<file path="config.mk">
export PLATFORM = sky130hd
export DESIGN_NAME = tx_cmd_queue
export DESIGN_NICKNAME = d
export VERILOG_FILES = /design/src/rtl/tx_cmd_queue.sv
export SDC_FILE = /design/constraint.sdc
export NUM_CORES = 1
export LEC_CHECK = 0
export BUFFER_PORTS_ARGS = -buffer_cell sky130_fd_sc_hd__buf_4
export CORE_MARGIN = 5
export CORE_UTILIZATION = 55
export DETAILED_ROUTE_END_ITERATION = 10
export PLACE_DENSITY = 0.74
export REMOVE_ABC_BUFFERS = 1
export SLEW_MARGIN = 5
export SYNTH_ARGS = -nofsm -noshare
export SYNTH_HDL_FRONTEND = slang
export SYNTH_SLANG_ARGS = --single-unit
</file>
<file path="constraint.sdc">
create_clock -name clk -period 3 [get_ports clk]
set_input_delay 0.15 -clock clk [delete_from_list [all_inputs] [get_ports clk]]
set_output_delay 0.15 -clock clk [all_outputs]
set_load 0.005 [all_outputs]
</file>
<file path="src/rtl/tx_cmd_queue.sv">
// UART TX front end: synchronises and debounces the push button, captures
// {instrucao, dado} on each debounced press into a FWFT FIFO read over valid/ready.
module tx_cmd_queue #(
   parameter int DEBOUNCE_CYCLES = 4,
   parameter int DEPTH           = 4
) (
   input  logic                         clk,
   input  logic                         rst,
   input  logic                         botao,
   input  logic [3:0]                   dado,
   input  logic [3:0]                   instrucao,
   input  logic                         tx_ready,
   output logic                         tx_valid,
   output logic [7:0]                   tx_data,
   output logic                         full,
   output logic                         empty,
   output logic [$clog2(DEPTH+1)-1:0]   count,
   output logic                         overflow
);

   localparam int AW = $clog2(DEPTH);
   localparam int CW = $clog2(DEPTH+1);
   localparam int DW = (DEBOUNCE_CYCLES > 1) ? $clog2(DEBOUNCE_CYCLES) : 1;

   logic          sync_1;
   logic          botao_s;
   logic          deb;
   logic [DW-1:0] deb_cnt;
   logic          deb_flip;
   logic          push;

   logic [7:0]    mem [DEPTH];
   logic [AW-1:0] wr_ptr;
   logic [AW-1:0] rd_ptr;
   logic          pop;
   logic          wr_en;
   logic [CW-1:0] count_next;

   // deb changes on the same edge the counter would reach its limit, and the
   // rising case is the push strobe, so the frame is written on that edge too.
   assign deb_flip = (botao_s != deb) && (deb_cnt == DW'(DEBOUNCE_CYCLES - 1));
   assign push     = deb_flip & botao_s;

   always_ff @(posedge clk or negedge rst) begin
      if (!rst) begin
         sync_1  <= 1'b0;
         botao_s <= 1'b0;
         deb     <= 1'b0;
         deb_cnt <= '0;
      end else begin
         sync_1  <= botao;
         botao_s <= sync_1;
         if (botao_s == deb) begin
            deb_cnt <= '0;
         end else if (deb_flip) begin
            deb     <= botao_s;
            deb_cnt <= '0;
         end else begin
            deb_cnt <= deb_cnt + 1'b1;
         end
      end
   end

   assign tx_valid = !empty;
   assign tx_data  = mem[rd_ptr];
   assign pop      = tx_valid & tx_ready;
   // A pop on the same edge frees a slot, so a press while full still lands.
   assign wr_en    = push & (!full | pop);

   always_comb begin
      count_next = count;
      case ({wr_en, pop})
         2'b10:   count_next = count + CW'(1);
         2'b01:   count_next = count - CW'(1);
         default: count_next = count;
      endcase
   end

   always_ff @(posedge clk or negedge rst) begin
      if (!rst) begin
         for (int i = 0; i < DEPTH; i++) begin
            mem[i] <= '0;
         end
         wr_ptr   <= '0;
         rd_ptr   <= '0;
         count    <= '0;
         full     <= 1'b0;
         empty    <= 1'b1;
         overflow <= 1'b0;
      end else begin
         if (wr_en) begin
            mem[wr_ptr] <= {instrucao, dado};
            wr_ptr      <= wr_ptr + 1'b1;
         end
         if (pop) begin
            rd_ptr <= rd_ptr + 1'b1;
         end
         if (push && full && !pop) begin
            overflow <= 1'b1;
         end
         count <= count_next;
         full  <= (count_next == CW'(DEPTH));
         empty <= (count_next == '0);
      end
   end

endmodule

</file>
# Yosys cells after proc, flatten, opt, wreduce, memory -nomap -nowiden
# Cells that the tools add are included.
[totals] regBits=47 in_bits=12 output_inout_bits=15 wordCells=53
[classes] addsub=5 order_cmp=3 eq_ne=6 muxes=9 n_bitwise=7 n_reduce_logical=9
[op_table] operator="$bwmux 32" count=1
[op_table] operator="$mux 8" count=3
[op_table] operator="$bmux 8 s2" count=1
[op_table] operator="$demux 8 s2" count=1
[op_table] operator="$add 2x1->2 const B" count=3
[op_table] operator="$ge 3x3->1 const B" count=2
[op_table] operator="$not 2->3" count=2
[op_table] operator="$pmux 3 s2" count=1
[op_table] operator="$eq 2x2->1 const B" count=2
[op_table] operator="$logic_and 1x1->1" count=4
[op_table] operator="$mux 2" count=2
[op_table] operator="$add 3x1->3 const B" count=1
[op_table] operator="$and 1x1->1" count=3
[op_table] operator="$eq 3x3->1 const B" count=1
[op_table] operator="$logic_not 1->1" count=3
[op_table] operator="$logic_not 3->1" count=1
[op_table] operator="$lt 3x1->1 const B" count=1
[op_table] operator="$sub 3x1->3 const B" count=1
[op_table] operator="$eq 2x1->1 const B" count=1
[op_table] operator="$reduce_and 2->1" count=1
[op_table] operator="$eq 1x1->1" count=1
[op_table] operator="$ne 1x1->1" count=1
[op_table] operator="$not 1->1" count=1
[op_table] operator="$or 1x1->1" count=1

# Longest topological paths before layout
# Gate-level depths: netlist of the first run.
[depth] ltp_word=7 depth_mapped=10 ltp_nobuf=10

# Worst setup path before layout of the first run
# Ideal clock, no wire load.
[synth_path] path_kind="reg2reg" startpoint="register empty" endpoint="register count[2]" setup_time_ps=127 arrival_ps=2259 t_required_ps=2873 slack_ps=613 stages_incl_launch_ff=11 path_buffers=1 synth_period_minus_slack_ps=2387 path_cell_list="dfstp_2 nand2b_1 buf_4 a21oi_1 inv_1 ha_1 inv_1 fa_1 xor2_1 o21a_1 or2_2"
[synth_via] elab_chain_len=6 elab_cells_between_ends=7 classes_between="eq/ne (2); mux (1); bitwise (3); reduce/logical (1)"
[synth_rtl] element="start, declared" line_no="16" source="output logic empty,"
[synth_rtl] element="start signal, assigned" line_no="103" source="empty <= (count_next == '0);"
[synth_rtl] element="$logic_not 1->1 *" line_no="64" source="assign tx_valid = !empty;"
[synth_rtl] element="$and 1x1->1 *" line_no="66" source="assign pop = tx_valid & tx_ready;"
[synth_rtl] element="$or 1x1->1" line_no="68" source="assign wr_en = push & (!full | pop);"
[synth_rtl] element="$and 1x1->1" line_no="68"
[synth_rtl] element="$eq 2x1->1 / $eq 2x2->1 (equally long branches)" line_no="72" source="case ({wr_en, pop})"
[synth_rtl] element="$pmux 3 s2 *" line_no="72"
[synth_rtl] element="net count_next[2]" line_no="37" source="logic [CW-1:0] count_next;"
[synth_rtl] element="end signal, assigned" line_no="101" source="count <= count_next;"
[synth_rtl] element="end, declared" line_no="17" source="output logic [$clog2(DEPTH+1)-1:0] count,"
# The timed path passes the listed nets; every way through them passes the cells marked *.
# A chain may end at the register's enable or synchronous reset.

# Final worst setup path of the first run
[layout_path] startpoint="register deb_cnt[0]" endpoint="register count[2]"
[layout_via] elab_chain_len=6 elab_cells_between_ends=7 classes_between="eq/ne (3); mux (1); bitwise (2); reduce/logical (1)"
[layout_rtl] element="start, declared" line_no="28" source="logic [DW-1:0] deb_cnt;"
[layout_rtl] element="start signal, assigned" line_no="59" source="deb_cnt <= deb_cnt + 1'b1;"
[layout_rtl] element="$eq 2x2->1 *" line_no="41" source="assign deb_flip = (botao_s != deb) && (deb_cnt == DW'(DEBOUNCE_CYCLES - 1));"
[layout_rtl] element="$logic_and 1x1->1 *" line_no="41"
[layout_rtl] element="$and 1x1->1 *" line_no="42" source="assign push = deb_flip & botao_s;"
[layout_rtl] element="$and 1x1->1 *" line_no="68"
[layout_rtl] element="$eq 2x1->1 / $eq 2x2->1 (equally long branches)" line_no="72"
[layout_rtl] element="$pmux 3 s2 *" line_no="72"
[layout_rtl] element="net count_next[2]" line_no="37"
# Marks and branches as above.

==> out/qor.yml, run 1 <==
finalNonFillerCells: 223
p_leak_nw: 1.10
cts.clk_slew.worst_paths_ps: 80
ys_seq_area_frac: 0.543
htree_num_levels: 2
vias: 1215
yosys.cell_count.top_type: "dfrtp_1"
cp.required_ps: 3180
end_kind: "register"
wl_um: 3740
worstHoldStart: "instrucao[2]"
antenna_found_initial: 0
pin_count: 27
clk_latency_ps: 290
synthSimpleGateAreaFrac: 0.0369
status: "completed"
layout-drive-gt1-share: 0.474
final_nets: 193
core_area_mm2: 0.00374
met1_usage: 0.221
drt_iter0_drc: 33
dp_cells: 213
fin_crit_sh: 0.820
yosysWarnings: 0
async_flop_share: 1.00
reg2reg_from: "deb_cnt[0]"
synth_edf_count: 0
syn_to_final_growth_pct: 17.3
hpwl_um: 2630
utilization: 0.680
post-cts-setup-buffer-count: 0
max_slew.worst_pin.slew_ps: 646
portBuffers: 26
cts_root_buf: "clkbuf_8"
syn-cell-area_mm2: 0.00217
wl_per_cell_um: 16.8
cts_buffer_depth: 2
fp-row-count: 22
critPathLaunchType: "register"
grt_max_degree: 48
ys_ff_latch: 47
vdd_ir_drop_max_mv: 0.475
met3_usage: 0.0468
dieWidth_um: 72.8
rsz0062_at_grt: "false"
cts_made_buffers: 5
hold_end: "mem[6]"
setup_viol: 0
ant_nets: 0
grt_util_met2: 0.245
dp_slack_ps: 530
r2r-end: "count[2]"
worstRegToRegCells: 10
synth_top_family_by_area: "multiplexers"
hp-class: "input pin to register"
max_freq_mhz: 407
hold_ws_ps: 100
grt_pass1_wl_um: 6450
hold_violations: 0
grt_util_all_layers: 0.159
synth-compound-area-share: 0.0565
synth-xor-area-share: 0.0283
synth.distinct_cells: 28
finalWeightedCongestion: 0.790
viasPerCell: 5.45
gr-max-usage-layer: "met2"
critical_path_class: "register to register"
skew_ps: 7.40
setup_tns_ps: 0
synth_top_area_share: 0.531
clock_sink_count: 47
maxSlewViolCount: 0
synthTopCellsByArea: "dfrtp_1 53%, mux2_2 17%, mux4_2 8.3%"
min_period_ps: 2460
start_util: 0.580
r2r_slack_ps: 540
maxSlewHeadroom: 0.569
synth_adder_area_share: 0.0438
grt_pass1_vias: 1305
drc: 0
cts_tree: "yes"
synthMuxAreaShare: 0.260
holdPathStages: 2
post_cts_resized: 0
syn_area_per_cell_um2: 15.2
dieArea_mm2: 0.00530
crit_fanout: 6
synth_top_cell_by_area: "dfrtp_1"
overflow: 0
cap_violations: 0
synthTopCellsByCount: "46 x dfrtp_1, 32 x mux2_2, 12 x inv_1, 8 x mux4_2, 6 x ha_1"
synthCells: 143
p_per_area_mw_per_mm2: 935
die_y_um: 72.8
ys.flop_type: "dfrtp_1"
cp_data_arrival_time_ps: 2640
num_antenna_cells: 0
drtPass1Iterations: 4
fin_ws_ps: 541
[flip-flops by register name, indices dropped and copies added, names as in the netlist]
register and flops:
mem 32, count 3, deb_cnt 2, rd_ptr 2, wr_ptr 2, botao_s 1, deb 1, empty 1
full 1, overflow 1, sync_1 1
[power by group]
group	internal [W]	total (W)	switching, W
registers	0.000859	0.00106	0.000205
logic	0.000537	0.000842	0.000305
clock network	0.000270	0.000472	0.000202
total	0.00167	0.00238	0.000713
[layer usage]
| metal | routed length, µm | vias to the layer above | part of all wire |
|---|---|---|---|
| met5 | 0 | - | 0 |
| li1 | - | 563 | - |
| met2 | 1780 | 27 | 0.48 |
| met3 | 172 | 5 | 0.046 |
| met4 | 35 | 0 | 0.0094 |
| met1 | 1750 | 620 | 0.47 |
[how the worst max path moves through the flow]
stage / start / to / slack, ps / depth (start not counted)
after global placement: deb_cnt[0] / count[2] / 600 / 10
final: deb_cnt[0] / count[2] / 540 / 10
after global routing: deb_cnt[0] / count[2] / 390 / 10
after CTS: deb_cnt[0] / count[2] / 520 / 10
after floorplan: empty / count[2] / 380 / 9
after detailed placement: deb_cnt[0] / count[2] / 530 / 10
[timing repair]
action	in CTS	in global routing
hold buffers	2	0
endpoints found under the setup margin	0	0
endpoints found under the hold margin	47	0
[kinds of logic (layout without fill, tap and decap cells)]
logic type               after synthesis  in the layout
AO/OA/AOI/OAI                         10             10
XOR/XNOR                               7              7
flip-flops                            47             47
multiplexers                          42             42
adder cells (fa/ha/maj)                7              7
buffers and inverters                 17             49
AND/OR/NAND/NOR                       13             13
[layout make-up]
class / instances / area (µm²)
Timing Repair Buffer: 29 / 223
Sequential cell: 47 / 1180
Inverter: 12 / 45.0
Clock buffer: 6 / 82.6
Multi-Input combinational cell: 79 / 922
Tap cell: 48 / 60.1
Fill cell: 278 / 1200
Clock inverter: 2 / 35.0
[worst max-delay path, stage by stage, from the launching register on]
cell and delay [ps]:
dfrtp_1 390, ha_1 260, nand3b_4 180, a21oi_1 100, inv_1 90, ha_1 170
inv_1 60, fa_1 400, xor2_1 210, o21a_1 200, or2_2 280
[stage by stage]
| stage | instance area, µm² | power [W] |
|---|---|---|
| global route | 2540 | 0.00255 |
| floorplan | 2140 | 0.00159 |
| finish | 2540 | 0.00238 |
| detailed placement | 2410 | 0.00193 |
| global placement | 2410 | 0.00187 |
| CTS | 2540 | 0.00241 |
[cells in the final DEF, fill, tap and decap left out, types with 3 or more instances in the layout]
cell type,instances
a211oi_4,4
xnor2_1,5
dfrtp_1,46
ha_1,6
nor3_1,3
inv_1,12
nand2_1,5
mux4_2,8
mux2_2,32
clkbuf_8,6
buf_4,27
Power figures use the tool's default switching activity.
==> inputs of run 2 (changes only) <==
--- a/config.mk
+++ b/config.mk
@@ -5,11 +5,12 @@
 export SDC_FILE = /design/constraint.sdc
 export NUM_CORES = 1
 export LEC_CHECK = 0
+export ABC_AREA = 1
 export BUFFER_PORTS_ARGS = -buffer_cell sky130_fd_sc_hd__buf_4
 export CORE_MARGIN = 5
-export CORE_UTILIZATION = 55
+export CORE_UTILIZATION = 51
 export DETAILED_ROUTE_END_ITERATION = 10
-export PLACE_DENSITY = 0.74
+export PLACE_DENSITY = 0.72
 export REMOVE_ABC_BUFFERS = 1
 export SLEW_MARGIN = 5
 export SYNTH_ARGS = -nofsm -noshare
==> constraint.sdc (replaced) <==
create_clock -name clk -period 2.05 [get_ports clk]
set_input_delay 0.1025 -clock clk [delete_from_list [all_inputs] [get_ports clk]]
set_output_delay 0.1025 -clock clk [all_outputs]
set_load 0.005 [all_outputs]
==> out/qor.yml, run 2 <==
status: "completed"
hp-class: "input pin to register"
ys_seq_area_frac: 0.528
power_frac_seq: 0.399
grt_pass1_vias: 1720
grt_max_degree: 48
num_antenna_cells: 0
syn_to_final_growth_pct: 20.9
p_leak_nw: 1.52
reg_top3: "mem: 32 flops, count: 3 flops"
p_int_w: 0.00242
startpoint: "deb_cnt[0]"
antenna_found_initial: 0
power.share.clock: 0.207
clk_latency_ps: 300
reg2reg_from: "deb_cnt[0]"
ff_latch_area_mm2: 0.00118
final_common_cell: "nand2_1"
final_nets: 306
critPathLaunchType: "register"
hold_violations: 0
fin_crit_sh: 0.972
finalNonFillerCells: 340
syn-cell-area_mm2: 0.00223
cts_made_buffers: 5
maxSlewHeadroom: 0.616
end_kind: "register"
cts_tree: "yes"
cts_root_buf: "clkbuf_8"
finalWeightedCongestion: 0.853
clock_sink_count: 47
max_slew.worst_pin.slew_ps: 576
comb_power_share: 0.394
drc: 0
core_area_mm2: 0.00429
async_flop_share: 1.00
worstHoldStart: "instrucao[0]"
wl_per_cell_um: 14.1
skew_ps: 7.03
dp_cells: 329
synth_edf_count: 0
maxSlewViolCount: 0
min_period_ps: 1990
die_y_um: 76.1
drtPass1Iterations: 4
swShare: 0.363
p_per_area_mw_per_mm2: 1410
critical_path_class: "register to register"
wl_um: 4800
synth.distinct_cells: 26
syn_area_per_cell_um2: 8.88
pin_count: 27
synthCells: 251
largest_register: "mem"
htree_num_levels: 2
largest_register_ffs: 32
portBuffers: 26
max_freq_mhz: 502
synthTopCellsByArea: "dfrtp_1 52%, nand2_1 18%, o21ai_0 3.8%"
final_cell_mix: "103 x nand2_1, 46 x dfrtp_1, 30 x buf_4"
cp_data_arrival_time_ps: 2180
cap_violations: 0
start_util: 0.519
vias: 1726
fillCellCount: 377
multi_input_area_um2: 988
setup_viol: 0
crit_fanout: 3
viasPerCell: 5.08
dieArea_mm2: 0.00579
hpwl_um: 3130
cts_buffer_depth: 2
grt_util_all_layers: 0.172
fp-row-count: 24
ys_ff_latch: 47
vdd_ir_drop_max_mv: 0.740
yosys.cell_count.top_type: "nand2_1"
cp.required_ps: 2240
p_sw_w: 0.00138
yosysWarnings: 0
synth_top_cell_by_area: "dfrtp_1"
overflow: 0
utilization: 0.628
ant_nets: 0
grt_pass1_wl_um: 7960
synthTopCellsByCount: "105 x nand2_1, 46 x dfrtp_1, 19 x nor2_1, 17 x inv_1, 17 x o21ai_0"
synth_top_area_share: 0.516
cts.clk_slew.worst_paths_ps: 90
ys.flop_type: "dfrtp_1"
dieWidth_um: 76.1
layout-drive-gt1-share: 0.226
drt_iter0_drc: 95
## run 2: cell count changes after synthesis, moves of 5 or more
| cell | change |
|---|---|
| inv_1 | +5 |
| o21ai_0 | +16 |
| mux2_2 | -32 |
| o22ai_1 | +8 |
| nor2_1 | +19 |
| nand2_1 | +100 |
| mux4_2 | -8 |
## run 2: worst max-delay path, cell delays in order, from the launching register on
cell and delay (ps):
dfrtp_1 350, ha_2 190, nand2_2 70, nor2_4 210, nand2_8 70, ha_4 160
inv_2 80, fa_2 440, nand2_1 100, o21ai_2 80, nand3_2 90, a21oi_2 40
## run 2: power groups by stage
stage               Clock (W)  Combinational, W  Sequential [W]
floorplan                   0          0.000886         0.00148
global route         0.000853           0.00169         0.00156
detailed placement          0           0.00141         0.00152
global placement            0           0.00137         0.00152
finish               0.000788           0.00150         0.00152
CTS                  0.000806           0.00143         0.00151
## run 2: logic make-up (layout without fill, tap and decap cells)
| family | count (synthesis) | after routing | synth area share |
|---|---|---|---|
| xor+xnor | 4 | 4 | 0.0157 |
| compound gates | 29 | 29 | 0.0713 |
| simple gates | 141 | 141 | 0.297 |
| flops | 47 | 47 | 0.528 |
| buf+inv | 23 | 60 | 0.0455 |
| fa+ha+maj | 7 | 7 | 0.0426 |
## run 2: final timing paths
check | cells after the start | slack (ps) | end
max in group asynchronous | 2 | 1310 | count[1]
min in group asynchronous | 2 | 340 | botao_s
min reg2reg | 0 | 350 | botao_s
min | 3 | 30 | mem[4]
max reg2reg | 11 | 60 | full
max | 11 | 60 | full
## run 2: metal layers
| layer | vias to the layer above | wire length, µm | GRT usage |
|---|---|---|---|
| met1 | 822 | 2020 | 0.214 |
| met2 | 37 | 2440 | 0.290 |
| met3 | 13 | 226 | 0.0449 |
| met5 | - | 0 | 0 |
| met4 | 0 | 108 | 0.0577 |
| li1 | 854 | - | - |
## run 2: cell type report
class / instances / share of cell area
Clock buffer: 6 / 0.0269
Tap cell: 52 / 0.0241
Timing Repair Buffer: 32 / 0.0910
Multi-Input combinational cell: 181 / 0.367
Sequential cell: 47 / 0.437
Inverter: 20 / 0.0325
Clock inverter: 2 / 0.0223
## run 2: timing repair
item,in CTS,in global routing
setup endpoints to repair,2,2
gates resized for setup,2,10
pin swaps,1,5
cloned,0,0
hold buffers,2,0
hold endpoints to repair,47,0
setup buffers,0,1
## run 2: per-stage QoR
stage	instance area [µm²]	TNS [ps]	worst slack, ps	power [W]	hold slack (ps)
after floorplan	2220	-82.9	-49.3	0.00236	-193
after global placement	2500	0	70.0	0.00289	149
after detailed placement	2500	0	7.53	0.00293	147
after CTS	2650	0	2.38	0.00375	25.9
after global routing	2700	-62.1	-31.4	0.00410	23.4
final	2700	0	56.5	0.00380	33.4
